==> config.mk <==
export PLATFORM = sky130hd
export DESIGN_NAME = axi4l_master_bridge_flat
export DESIGN_NICKNAME = d
export VERILOG_FILES = /design/src/rtl/axi4l_if.sv /design/src/rtl/axi4l_master_bridge.sv /design/src/flat_wrapper.sv
export SDC_FILE = /design/constraint.sdc
export NUM_CORES = 1
export LEC_CHECK = 0
export BUFFER_PORTS_ARGS = -buffer_cell sky130_fd_sc_hd__buf_2
export CAP_MARGIN = 20
export CORE_MARGIN = 5
export CORE_UTILIZATION = 30
export DETAILED_ROUTE_END_ITERATION = 16
export GPL_TIMING_DRIVEN = 0
export PLACE_DENSITY_LB_ADDON = 0.08
export SETUP_SLACK_MARGIN = 0.15
export SLEW_MARGIN = 20
export SYNTH_ARGS = -nofsm -noshare
export SYNTH_HDL_FRONTEND = slang
export SYNTH_SLANG_ARGS = --single-unit
==> constraint.sdc <==
create_clock -name clk -period 4.1 [get_ports clk]
set_clock_uncertainty 0.15 [all_clocks]
set_input_delay 0.41 -clock clk [delete_from_list [all_inputs] [get_ports clk]]
set_output_delay 0.41 -clock clk [all_outputs]
set_load 0.01 [all_outputs]
==> src/rtl/axi4l_if.sv <==
// AXI4-Lite link between one master and one slave.
// The master drives aclk/aresetn from its own clock and reset.
interface axi4l_if;
  logic        aclk;
  logic        aresetn;
  logic        awvalid;
  logic        awready;
  logic [31:0] awaddr;
  logic [2:0]  awprot;
  logic        wvalid;
  logic        wready;
  logic [31:0] wdata;
  logic [3:0]  wstrb;
  logic        bvalid;
  logic        bready;
  logic [1:0]  bresp;
  logic        arvalid;
  logic        arready;
  logic [31:0] araddr;
  logic [2:0]  arprot;
  logic        rvalid;
  logic        rready;
  logic [31:0] rdata;
  logic [1:0]  rresp;

  modport master (
    output aclk, aresetn,
    output awvalid, awaddr, awprot, input awready,
    output wvalid, wdata, wstrb, input wready,
    input bvalid, bresp, output bready,
    output arvalid, araddr, arprot, input arready,
    input rvalid, rdata, rresp, output rready
  );

  modport slave (
    input aclk, aresetn,
    input awvalid, awaddr, awprot, output awready,
    input wvalid, wdata, wstrb, output wready,
    output bvalid, bresp, input bready,
    input arvalid, araddr, arprot, output arready,
    output rvalid, rdata, rresp, input rready
  );
endinterface

==> src/rtl/axi4l_master_bridge.sv <==
// Bridges the core's req/gnt/rvalid data port onto an AXI4-Lite master link.
// One transaction in flight at a time; all AXI-side signals come from flops.
module axi4l_master_bridge #(
  parameter logic [2:0] AXI_PROT = 3'b000
) (
  input  logic        clk,
  input  logic        rst_n,
  input  logic        data_req_i,
  output logic        data_gnt_o,
  input  logic        data_we_i,
  input  logic [3:0]  data_be_i,
  input  logic [31:0] data_addr_i,
  input  logic [31:0] data_wdata_i,
  output logic        data_rvalid_o,
  output logic [31:0] data_rdata_o,
  output logic        data_err_o,
  axi4l_if.master     axi
);

  typedef enum logic [2:0] {IDLE, WRITE, WRESP, RADDR, RRESP} state_t;

  state_t      state;
  logic        aw_valid;
  logic        w_valid;
  logic        ar_valid;
  logic        b_ready;
  logic        r_ready;
  logic [31:0] aw_addr;
  logic [31:0] ar_addr;
  logic [31:0] w_data;
  logic [3:0]  w_strb;
  logic        aw_done;
  logic        w_done;

  assign axi.aclk    = clk;
  assign axi.aresetn = rst_n;
  assign axi.awvalid = aw_valid;
  assign axi.awaddr  = aw_addr;
  assign axi.awprot  = AXI_PROT;
  assign axi.wvalid  = w_valid;
  assign axi.wdata   = w_data;
  assign axi.wstrb   = w_strb;
  assign axi.bready  = b_ready;
  assign axi.arvalid = ar_valid;
  assign axi.araddr  = ar_addr;
  assign axi.arprot  = AXI_PROT;
  assign axi.rready  = r_ready;

  // Gating with rst_n keeps the grant low while reset is held.
  assign data_gnt_o = data_req_i && (state == IDLE) && rst_n;

  // A channel is done once its valid has dropped or is being accepted now.
  assign aw_done = !aw_valid || axi.awready;
  assign w_done  = !w_valid  || axi.wready;

  always_ff @(posedge clk or negedge rst_n) begin
    if (!rst_n) begin
      state         <= IDLE;
      aw_valid      <= 1'b0;
      w_valid       <= 1'b0;
      ar_valid      <= 1'b0;
      b_ready       <= 1'b0;
      r_ready       <= 1'b0;
      aw_addr       <= '0;
      ar_addr       <= '0;
      w_data        <= '0;
      w_strb        <= '0;
      data_rvalid_o <= 1'b0;
      data_rdata_o  <= '0;
      data_err_o    <= 1'b0;
    end else begin
      data_rvalid_o <= 1'b0;
      case (state)
        IDLE: begin
          if (data_gnt_o) begin
            w_data <= data_wdata_i;
            w_strb <= data_be_i;
            if (data_we_i) begin
              aw_addr  <= {data_addr_i[31:2], 2'b00};
              aw_valid <= 1'b1;
              w_valid  <= 1'b1;
              state    <= WRITE;
            end else begin
              ar_addr  <= {data_addr_i[31:2], 2'b00};
              ar_valid <= 1'b1;
              state    <= RADDR;
            end
          end
        end
        WRITE: begin
          if (axi.awready) aw_valid <= 1'b0;
          if (axi.wready)  w_valid  <= 1'b0;
          if (aw_done && w_done) begin
            b_ready <= 1'b1;
            state   <= WRESP;
          end
        end
        WRESP: begin
          if (axi.bvalid) begin
            b_ready       <= 1'b0;
            data_rvalid_o <= 1'b1;
            data_err_o    <= (axi.bresp != 2'b00);
            state         <= IDLE;
          end
        end
        RADDR: begin
          if (axi.arready) begin
            ar_valid <= 1'b0;
            r_ready  <= 1'b1;
            state    <= RRESP;
          end
        end
        RRESP: begin
          if (axi.rvalid) begin
            r_ready       <= 1'b0;
            data_rdata_o  <= axi.rdata;
            data_rvalid_o <= 1'b1;
            data_err_o    <= (axi.rresp != 2'b00);
            state         <= IDLE;
          end
        end
        default: state <= IDLE;
      endcase
    end
  end

endmodule

==> src/flat_wrapper.sv <==
// flat-port wrapper written by rule: the top's interface ports become plain ports
module axi4l_master_bridge_flat 
#(
  parameter logic [2:0] AXI_PROT = 3'b000
)
  (clk, rst_n, data_req_i, data_gnt_o, data_we_i, data_be_i, data_addr_i, data_wdata_i, data_rvalid_o, data_rdata_o, data_err_o, axi_aclk, axi_aresetn, axi_awvalid, axi_awaddr, axi_awprot, axi_awready, axi_wvalid, axi_wdata, axi_wstrb, axi_wready, axi_bvalid, axi_bresp, axi_bready, axi_arvalid, axi_araddr, axi_arprot, axi_arready, axi_rvalid, axi_rdata, axi_rresp, axi_rready);
  axi4l_if axi_i ();
  input  logic clk;
  input  logic rst_n;
  input  logic data_req_i;
  output logic data_gnt_o;
  input  logic data_we_i;
  input  logic [3:0] data_be_i;
  input  logic [31:0] data_addr_i;
  input  logic [31:0] data_wdata_i;
  output logic data_rvalid_o;
  output logic [31:0] data_rdata_o;
  output logic data_err_o;
  output wire logic [$bits(axi_i.aclk)-1:0] axi_aclk;
  output wire logic [$bits(axi_i.aresetn)-1:0] axi_aresetn;
  output wire logic [$bits(axi_i.awvalid)-1:0] axi_awvalid;
  output wire logic [$bits(axi_i.awaddr)-1:0] axi_awaddr;
  output wire logic [$bits(axi_i.awprot)-1:0] axi_awprot;
  input wire logic [$bits(axi_i.awready)-1:0] axi_awready;
  output wire logic [$bits(axi_i.wvalid)-1:0] axi_wvalid;
  output wire logic [$bits(axi_i.wdata)-1:0] axi_wdata;
  output wire logic [$bits(axi_i.wstrb)-1:0] axi_wstrb;
  input wire logic [$bits(axi_i.wready)-1:0] axi_wready;
  input wire logic [$bits(axi_i.bvalid)-1:0] axi_bvalid;
  input wire logic [$bits(axi_i.bresp)-1:0] axi_bresp;
  output wire logic [$bits(axi_i.bready)-1:0] axi_bready;
  output wire logic [$bits(axi_i.arvalid)-1:0] axi_arvalid;
  output wire logic [$bits(axi_i.araddr)-1:0] axi_araddr;
  output wire logic [$bits(axi_i.arprot)-1:0] axi_arprot;
  input wire logic [$bits(axi_i.arready)-1:0] axi_arready;
  input wire logic [$bits(axi_i.rvalid)-1:0] axi_rvalid;
  input wire logic [$bits(axi_i.rdata)-1:0] axi_rdata;
  input wire logic [$bits(axi_i.rresp)-1:0] axi_rresp;
  output wire logic [$bits(axi_i.rready)-1:0] axi_rready;
  assign axi_aclk = axi_i.aclk;
  assign axi_aresetn = axi_i.aresetn;
  assign axi_awvalid = axi_i.awvalid;
  assign axi_awaddr = axi_i.awaddr;
  assign axi_awprot = axi_i.awprot;
  assign axi_i.awready = axi_awready;
  assign axi_wvalid = axi_i.wvalid;
  assign axi_wdata = axi_i.wdata;
  assign axi_wstrb = axi_i.wstrb;
  assign axi_i.wready = axi_wready;
  assign axi_i.bvalid = axi_bvalid;
  assign axi_i.bresp = axi_bresp;
  assign axi_bready = axi_i.bready;
  assign axi_arvalid = axi_i.arvalid;
  assign axi_araddr = axi_i.araddr;
  assign axi_arprot = axi_i.arprot;
  assign axi_i.arready = axi_arready;
  assign axi_i.rvalid = axi_rvalid;
  assign axi_i.rdata = axi_rdata;
  assign axi_i.rresp = axi_rresp;
  assign axi_rready = axi_i.rready;
  axi4l_master_bridge #(.AXI_PROT(AXI_PROT)) u_core (.clk(clk), .rst_n(rst_n), .data_req_i(data_req_i), .data_gnt_o(data_gnt_o), .data_we_i(data_we_i), .data_be_i(data_be_i), .data_addr_i(data_addr_i), .data_wdata_i(data_wdata_i), .data_rvalid_o(data_rvalid_o), .data_rdata_o(data_rdata_o), .data_err_o(data_err_o), .axi(axi_i));
endmodule
Word-level counts from Yosys, hierarchy flattened
Index checks and enable logic that the tools add are counted.
Widths: inputs -> output; s select.
{"block": "totals", "ff_bits": 138, "input_bits": 113, "out_inout_bits": 148}
{"block": "classes", "n_eq_ne": 13, "muxes": 29, "bitwise_logic": 1, "reduce_logical": 26}
{"cell": "$ne 2x2->1 const B", "n": 8}
{"cell": "$mux 1", "n": 15}
{"cell": "$mux 3", "n": 5}
{"cell": "$pmux 3 s5", "n": 1}
{"cell": "$reduce_and 3->1", "n": 5}
{"cell": "$pmux 1 s2", "n": 7}
{"cell": "$reduce_bool 2->1", "n": 7}
{"cell": "$reduce_and 4->1", "n": 3}
{"cell": "$eq 3x2->1 const B", "n": 2}
{"cell": "$reduce_and 5->1", "n": 1}
{"cell": "$reduce_and 2->1", "n": 2}
{"cell": "$eq 3x1->1 const B", "n": 1}
{"cell": "$eq 3x3->1 const B", "n": 1}
{"cell": "$logic_and 1x1->1", "n": 3}
{"cell": "$logic_not 3->1", "n": 1}
{"cell": "$logic_not 1->1", "n": 2}
{"cell": "$logic_or 1x1->1", "n": 2}
{"cell": "$mux 2", "n": 1}
{"cell": "$ne 2x1->1 const B", "n": 1}
{"cell": "$not 1->1", "n": 1}

Logic depth before layout (Yosys ltp)
{"block": "logic_depth", "ltp_word": 5, "depth_mapped": 6}

==> flow_summary.ini <==
[outcome]
status = finished, final reports clean

[sta]
rsz0062_at_grt = no
fmax_mhz = 303
fin_hold_ws_ps = 29.9
min_period_over_period_pct = 80.5
setup_ws_ps = 802
min_period_ps = 3300
final_hold_viol_count = 0
setup_viol = 0
drv_slew = 0

[setup_path]
crit_slowest_cell = dlygate4sd3_1
rr_worst_depth = 5
r2r-end = u_core.axi.araddr[2]$_DFFE_PN0P_
crit_chain = dlygate4sd3_1 -> buf_8 -> buf_16 -> nor4bb_4 -> and2b_1 -> buf_2 -> buf_2
cpPeakStageDelay_ps = 560
crit_top_cell = buf_2
r2r-start = u_core.state[1]$_DFFE_PN0P_
cp-endpoint = data_gnt_o
cp_data_required_time_ps = 3540
arrival_ps = 2740
cp-end-kind = output port
path_class = input port to output port
crit_start = rst_n
start_kind = input port
reg2reg_slack_ps = 2050
worstPathMaxFanout = 79

[logic_synthesis]
ys_types = 32
yosys_register_bits = 138
ys_seq_area_share_pct = 63.9
synthFlopType = dfrtp_1
synth_area_leaders = dfrtp_1 64%, mux2_2 26%, buf_4 1.8%, buf_6 1.2%, buf_2 0.74%
netlist_top_cells_count = 138 x dfrtp_1, 127 x mux2_2, 13 x buf_4, 8 x buf_2, 6 x buf_6
syn_area_per_cell_um2 = 16.0
async_flop_share_pct = 100
syn-cell-area_um2 = 5410
yosysTopAreaCell = dfrtp_1
synth_most_common_cell = dfrtp_1
synth_top_area_share_pct = 63.9
synth_edf_count = 0
netlist_instances = 337
ys_warn_count = 0

[floorplanning]
die_height_um = 144
core-area_um2 = 17800
die_area_um2 = 20800
die-width_um = 144
pin_count = 261
initial_core_util_pct = 30.3
rows = 49

[placed_design]
hpwl_um = 10500
placement.io_buffers = 248
dp_cells = 824
place.gp.congestion = 0.722
place_area_um2 = 7010
pre_cts_slack_ps = 1240

[clocking]
clk_latency_ps = 520
path_clk_slew_ps = 60
cts_hold_buf = 100
cts_tree = yes
post_cts_buffers = 0
ctsResizeCount = 0

[pwr]
leakage_nw = 4.28
peakVddDrop_mv = 0.316
power_density_nw_per_um2 = 701

[route]
drt_iter0_drc = 108
vias = 4083
ant_nets = 0
via_per_inst = 4.25
first_pass_iters = 4
drcViolationCount = 0
drt-total-wl_um = 14700
post_drt_wl_per_cell_um = 15.3

[global_routing]
grt.total_usage_pct = 14.3
antenna_found_initial = 1
grt_max_degree = 80
grt_pass1_wl_um = 22700
grt_pass1_vias = 4422
grt-ovfl-total = 0

[cells_and_area]
final_cell_area_um2 = 8690
multi_input_area_um2 = 1760
syn_to_final_growth_pct = 60.7
register_area_um2 = 3450
final_core_util_pct = 48.7
layout-drive-gt1-share_pct = 60.5
fin_cells = 960
nFillCells = 1591
fin_nets = 830

[flow_run]
cap_viol_max_count = 0

[worst_hold_path]
whs_path_depth = 3
min_path_type = input port to register
## cells in the final DEF (no fill, tap or decap), types with 3 or more instances in the layout
cell / count
nand3b_1: 3
dfrtp_1: 138
buf_4: 13
buf_2: 255
clkbuf_8: 3
conb_1: 10
nor2_1: 3
nand2_1: 3
buf_6: 6
dlygate4sd3_1: 100
inv_6: 4
clkbuf_16: 20
clkinvlp_4: 3
nand2b_1: 4
o21ai_0: 4
inv_1: 4
mux2_2: 127
## per-layer routing
metal / vias up / share of wire [%] / GRT usage (%) / routed length, um
met3: 18 / 8.4 / 6.05 / 1240
li1: 1933 / - / - / -
met2: 140 / 51 / 24.8 / 7520
met4: 0 / 1.5 / 5.20 / 227
met5: - / 0 / 0 / 0
met1: 1992 / 39 / 15.6 / 5690
## area by class of cell
cell class	count	share of cell area [%]
sequential	138	39.8
timing repair buffer	348	26.2
multi-input combinational	176	20.3
clock buffer	24	6.29
tap	229	3.30
buffer	28	2.41
clock inverter	12	1.57
inverter	4	0.173
antenna	1	0.0288
## cells by family (layout without fill, tap and decap cells)
logic type | Yosys count | count (layout) | share of synthesized area, %
AOI/OAI and AO/OA | 13 | 13 | 1.62
buffers and inverters | 32 | 416 | 4.14
other | 1 | 11 | 0.0694
and+or+nand+nor | 22 | 22 | 3.05
DFF | 138 | 138 | 63.9
muxes | 131 | 131 | 27.2
## report_power, final
group          total [W]  switching (W)  internal [W]
registers        0.00228       0.000289       0.00199
logic            0.00208       0.000981       0.00110
clock network    0.00173       0.000632       0.00109
## worst min-delay path by stage
stage,from,end,slack (ps)
2_1_floorplan,rst_n,u_core.axi.araddr[10]$_DFFE_PN0P_,-40
3_3_place_gp,u_core.axi.araddr[7]$_DFFE_PN0P_,u_core.axi.araddr[7]$_DFFE_PN0P_,320
3_5_place_dp,rst_n,u_core.data_rdata_o[25]$_DFFE_PN0P_,240
4_1_cts,axi_rvalid,u_core.state[2]$_DFFE_PN0P_,10
5_1_grt,axi_rvalid,u_core.state[2]$_DFFE_PN0P_,40
6_report,axi_rvalid,u_core.state[2]$_DFFE_PN0P_,30
## registers in the layout, indices dropped and copies added, names as in the netlist
signal	flops
u_core.axi.araddr	30
u_core.axi.arvalid	1
u_core.axi.awaddr	30
u_core.axi.awvalid	1
u_core.axi.bready	1
u_core.axi.rready	1
u_core.axi.wdata	32
u_core.axi.wstrb	4
u_core.axi.wvalid	1
u_core.data_err_o	1
u_core.data_rdata_o	32
u_core.data_rvalid_o	1
u_core.state	3
## through the flow
| step | TNS (ps) | power, W |
|---|---|---|
| 3_5_place_dp | 0 | 0.00439 |
| 4_1_cts | 0 | 0.00621 |
| 2_1_floorplan | 0 | 0.00342 |
| 3_3_place_gp | -35390 | 0.00433 |
| 5_1_grt | 0 | 0.00647 |
| 6_report | 0 | 0.00609 |
## worst max-delay path: cells and delay by family
| kind | cells | cell delay, ps |
|---|---|---|
| and+or+nand+nor | 2 | 490 |
| buffers and inverters | 5 | 1800 |
Note: power is estimated with default switching activity, not from simulation.
